===== src/rtl/if_unit_pkg.sv =====
// Shared fetch-stage constants and the IF->ID and branch-bus layouts.
// Used by if_unit and the decode stage.
package if_unit_pkg;

    localparam int IF_TO_ID_BUS_SIZE = 64;
    localparam int BR_BUS_SIZE       = 34;
    localparam logic [31:0] RESET_PC = 32'h1c00_0000;

    typedef struct packed {
        logic        taken;
        logic [31:0] target;
        logic        stall;
    } br_bus_t;

    typedef struct packed {
        logic [31:0] pc;
        logic [31:0] inst;
    } if_id_t;

endpackage


===== src/rtl/if_unit.sv =====
// Pre-IF + IF fetch stage: nextpc, inst SRAM port, {pc, inst} to ID.
// Optional inst hold buffer enabled by defining IF_INST_BUF_EN.
module if_unit
    import if_unit_pkg::*;
(
    input  logic                         clk,
    input  logic                         reset,
    input  logic                         ID_Allow_in,
    input  logic [BR_BUS_SIZE-1:0]       br_bus,
    output logic                         IF_to_ID_Valid,
    output logic [IF_TO_ID_BUS_SIZE-1:0] IF_to_ID_Bus,
    output logic                         inst_sram_en,
    output logic [3:0]                   inst_sram_we,
    output logic [31:0]                  inst_sram_addr,
    output logic [31:0]                  inst_sram_wdata,
    input  logic [31:0]                  inst_sram_rdata
);

    localparam logic IF_READY_GO = 1'b1;

    br_bus_t     br;
    if_id_t      to_id;
    logic        to_if_valid;
    logic        if_valid;
    logic        if_allow_in;
    logic [31:0] if_pc;
    logic [31:0] seq_pc;
    logic [31:0] nextpc;
    logic [31:0] inst;
    logic        unused_stall;

    assign br           = br_bus_t'(br_bus);
    assign unused_stall = br.stall;

    assign to_if_valid = ~reset;
    assign seq_pc      = if_pc + 32'd4;
    assign nextpc      = br.taken ? br.target : seq_pc;
    assign if_allow_in = ~if_valid | (IF_READY_GO & ID_Allow_in)
                       | br.taken;

    always_ff @(posedge clk) begin
        if (reset) begin
            if_valid <= 1'b0;
            if_pc    <= RESET_PC - 32'd4;
        end else if (if_allow_in) begin
            if_valid <= to_if_valid;
            if_pc    <= nextpc;
        end
    end

`ifdef IF_INST_BUF_EN
    logic [31:0] inst_buf;
    logic        buf_valid;

    // Latch the word once on stall entry so the SRAM can idle.
    always_ff @(posedge clk) begin
        if (reset) begin
            buf_valid <= 1'b0;
            inst_buf  <= 32'b0;
        end else if (if_allow_in) begin
            buf_valid <= 1'b0;
        end else if (if_valid & ~ID_Allow_in & ~buf_valid
                     & ~br.taken) begin
            buf_valid <= 1'b1;
            inst_buf  <= inst_sram_rdata;
        end
    end

    assign inst           = buf_valid ? inst_buf : inst_sram_rdata;
    assign inst_sram_en   = to_if_valid & if_allow_in;
    assign inst_sram_addr = nextpc;
`else
    // No buffer: re-read the held pc each stall cycle.
    assign inst           = inst_sram_rdata;
    assign inst_sram_en   = to_if_valid & (if_allow_in | if_valid);
    assign inst_sram_addr = if_allow_in ? nextpc : if_pc;
`endif

    assign inst_sram_we    = 4'b0000;
    assign inst_sram_wdata = 32'b0;

    assign to_id.pc       = if_pc;
    assign to_id.inst     = inst;
    assign IF_to_ID_Valid = if_valid;
    assign IF_to_ID_Bus   = to_id;

endmodule


===== config.mk =====
export PLATFORM = sky130hd
export DESIGN_NAME = if_unit
export DESIGN_NICKNAME = d
export VERILOG_FILES = /design/src/rtl/if_unit_pkg.sv /design/src/rtl/if_unit.sv
export SDC_FILE = /design/constraint.sdc
export NUM_CORES = 1
export LEC_CHECK = 0
export CORE_ASPECT_RATIO = 0.75
export CORE_MARGIN = 2
export CORE_UTILIZATION = 39
export DETAILED_ROUTE_END_ITERATION = 6
export GPL_ROUTABILITY_DRIVEN = 0
export PLACE_DENSITY = 0.9
export SLEW_MARGIN = 20
export SYNTH_ARGS = -nofsm -noshare
export SYNTH_HDL_FRONTEND = slang
export SYNTH_SLANG_ARGS = --single-unit

===== constraint.sdc =====
create_clock -name clk -period 3.1 [get_ports clk]
set_input_delay 0.465 -clock clk [delete_from_list [all_inputs] [get_ports clk]]
set_output_delay 0.465 -clock clk [all_outputs]
set_load 0.05 [all_outputs]

==> impl_results.md <==
* Slew HR at 0.649
* Pleak at 1.56 nW
* GRT busiest layer: met2
* Synthesized area at 2900 sq um
* Hold Path Stages at 2
* Placed Cells at 543
* Max Cap Violations at 0
* Total CTS buffers at 5
* Buffers on Ports at 101
* GR Overflow Total at 0
* Largest net degree at the start of global routing at 38
* First-pass GRT wire length at 14.0 mm
* Register area share after synthesis at 0.228
* WL/cell at 16.0 microns
* Worst-path fanout max at 9
* Reg2reg start: if_pc[15]
* Fmax at 341 MHz
* Worst setup EP type: output pin
* Die X at 104 microns
* CP Launch Type: register
* Cells on worst reg2reg path at 4
* Hold worst-path end: if_pc[26]
* DR pass1 iterations at 4
* #FFs+latches synth at 33
* Outcome: completed
* Hold Crit Class: register to register
* DRC viols at 0
* Post-route ant nets at 0
* Post-CTS Setup Inserts at 0
* Max Slew Vio Count at 0
* Clk buf depth at 2
* Number of synthesized flops with an enable pin at 0
* Drt initial violations at 194
* Min Clock Period, post-route at 2.93 ns
* Count of cell types in the netlist at 56
* Setup TNS at 0 ns
* Non-Filler Instances at 551
* Overall routing resource usage at 0.210
* Die Area at 8150 sq um
* Share of cells above drive strength 1 at 0.153
* Core Area at 7260 sq um
* Syn Area/Cell at 7.55 sq um
* # IOs at 203
* CTS H-tree lvls at 2
* Design area at 3980 sq um
* Met3 Use GR at 0.0748
* Post-CTS Hold Fix Bufs at 0
* Clock Tree Root: clkbuf_8
* Number of diodes at 0
* Synthesized instance count at 384
* Met2 Use GR at 0.340
* Fillers at 677
* Worst slew pin tran at 0.524 ns
* Commonest register cell after synthesis: dfxtp_1
* Clock Sinks at 33
* WP data arrival at 2.46 ns
* Pwr dens at 471 nW/um^2
* Dpl cell area at 3880 sq um
* R2r setup slk at 1.01 ns
* Vias in the first global route at 2855
* Met1 Resource Use GR at 0.263
* CP required at 2.63 ns
* Worst clock skew at 0.00611 ns
* Starting Density at 0.399
* Vias at 3083
* CTS tree: built
* Worst hold path startpoint: if_pc[26]
* CP max stage cell: or4_1
* Peak VDD IR at 228 uV
* Initial antenna violation count at 0
* CP max stage delay at 0.58 ns
* Via/cell ratio at 5.60
* Final setup violating endpoints at 0
* Final Hold Fails at 0
* Die Ht at 78.7 microns
* DP Wirelength at 6.68 mm
* Delay-heaviest family, CP: simple AND/OR/NAND/NOR gates
* Worst-path cell chain: and4_1, nand2_1, or4_1, a31oi_2, buf_12
* Post-Route WL at 8.81 mm
* CTS clk-pin slew, worst paths at 0.08 ns
* Nets at 519
* Clock Latency Late Sink at 0.29 ns
* Ys async rst share at 0
* CP bufs+invs at 1
* Row cnt at 27
* RSZ-0062 raised after global routing: no
* Area delta synth->final at 37.2%
* Critical R2R Capture: if_pc[29]
* Resize count post-CTS at 0
* Syn. warnings at 0
* Setup Crit Path Kind: register to output pin
* Fin crit share at 0.945
final cells by class:
type / instances / area [sq um] / area share
multi-input combinational: 290 / 1770 / 0.444
inverter: 4 / 15.0 / 0.00377
tap: 101 / 126 / 0.0318
clock buffer: 7 / 96.3 / 0.0242
timing repair buffer: 115 / 1310 / 0.329
clock inverter: 1 / 5.00 / 0.00126
sequential: 33 / 661 / 0.166
where the power goes:
part           leakage (nW)  switching, mW  internal [mW]
clock network        0.0542          0.172          0.201
registers             0.275         0.0557          0.458
logic                  1.23          0.642          0.347
cells in the final DEF (no fill, tap or decap), types with 9 or more instances in the layout:
cell type	instances
nor4_1	17
nand4_1	17
nor2_1	17
nand3_1	26
and2_1	9
o211ai_1	12
nand2_1	28
conb_1	36
buf_4	23
o21ai_0	10
dfxtp_1	33
clkdlybuf4s50_1	69
buf_12	22
nor3_1	12
cells by family after synthesis:
kind of cell               after synthesis  synth area share
other                                    1           0.00129
AOI/OAI and AO/OA                       70             0.178
buffers and inverters                   96             0.216
xor gates and xnor gates                10            0.0302
DFF                                     33             0.228
and+or+nand+nor                        168             0.323
muxes                                    5            0.0186
adders and majority gates                1           0.00432
metal layers:
metal | vias to the layer above | part of all wire
met5 | - | 0
met4 | 0 | 0.018
met3 | 18 | 0.10
met2 | 165 | 0.46
met1 | 1434 | 0.43
li1 | 1466 | -
cell usage after synthesis (5+ instances only):
cell      number  area share
buf_4         68        0.18
dfxtp_1       33        0.23
nand2_1       28       0.036
nand3_1       26       0.045
clkbuf_1      19       0.025
nand4_1       17       0.037
nor2_1        17       0.022
nor4_1        17       0.037
nor3_1        14       0.024
o21ai_0       14       0.024
o211ai_1      12       0.031
and2_1         9       0.019
a31oi_1        7       0.015
and3_1         7       0.015
o31ai_1        6       0.016
or4_1          6       0.016
and4_1         5       0.015
nand2b_1       5       0.011
nor2b_1        5       0.011
xnor2_1        5       0.015
xor2_1         5       0.015
stage by stage:
step | utilization | power (mW) | worst slack, ns | hold slack [ns]
after floorplan | - | 1.29 | 0.0340 | 0.594
after global placement | 0.534 | 1.49 | 0.232 | 0.568
after detailed placement | 0.534 | 1.50 | 0.229 | 0.594
after CTS | 0.548 | 1.87 | 0.200 | 0.607
after global routing | 0.548 | 1.95 | 0.0695 | 0.641
final | 0.548 | 1.88 | 0.171 | 0.624
worst max path at each step:
stage,startpoint,endpoint,slack (ns),cells after the start
4_1_cts,if_pc[15],inst_sram_addr[20],0.20,5
2_1_floorplan,if_pc[8],inst_sram_addr[25],0.03,5
5_1_grt,if_pc[15],inst_sram_addr[29],0.07,5
3_5_place_dp,ID_Allow_in,inst_sram_addr[28],0.23,7
3_3_place_gp,ID_Allow_in,inst_sram_addr[28],0.23,7
6_report,if_pc[15],inst_sram_addr[20],0.17,5
tightest hold or removal path, stage by stage (launching register included):
cell and delay (ns):
dfxtp_1 0.35, o31ai_1 0.12, a311oi_1 0.10
state kept, by name (all words and copies together) (netlist names):
name,flops
IF_to_ID_Valid,1
if_pc,32
(Power assumes the default switching activity.)
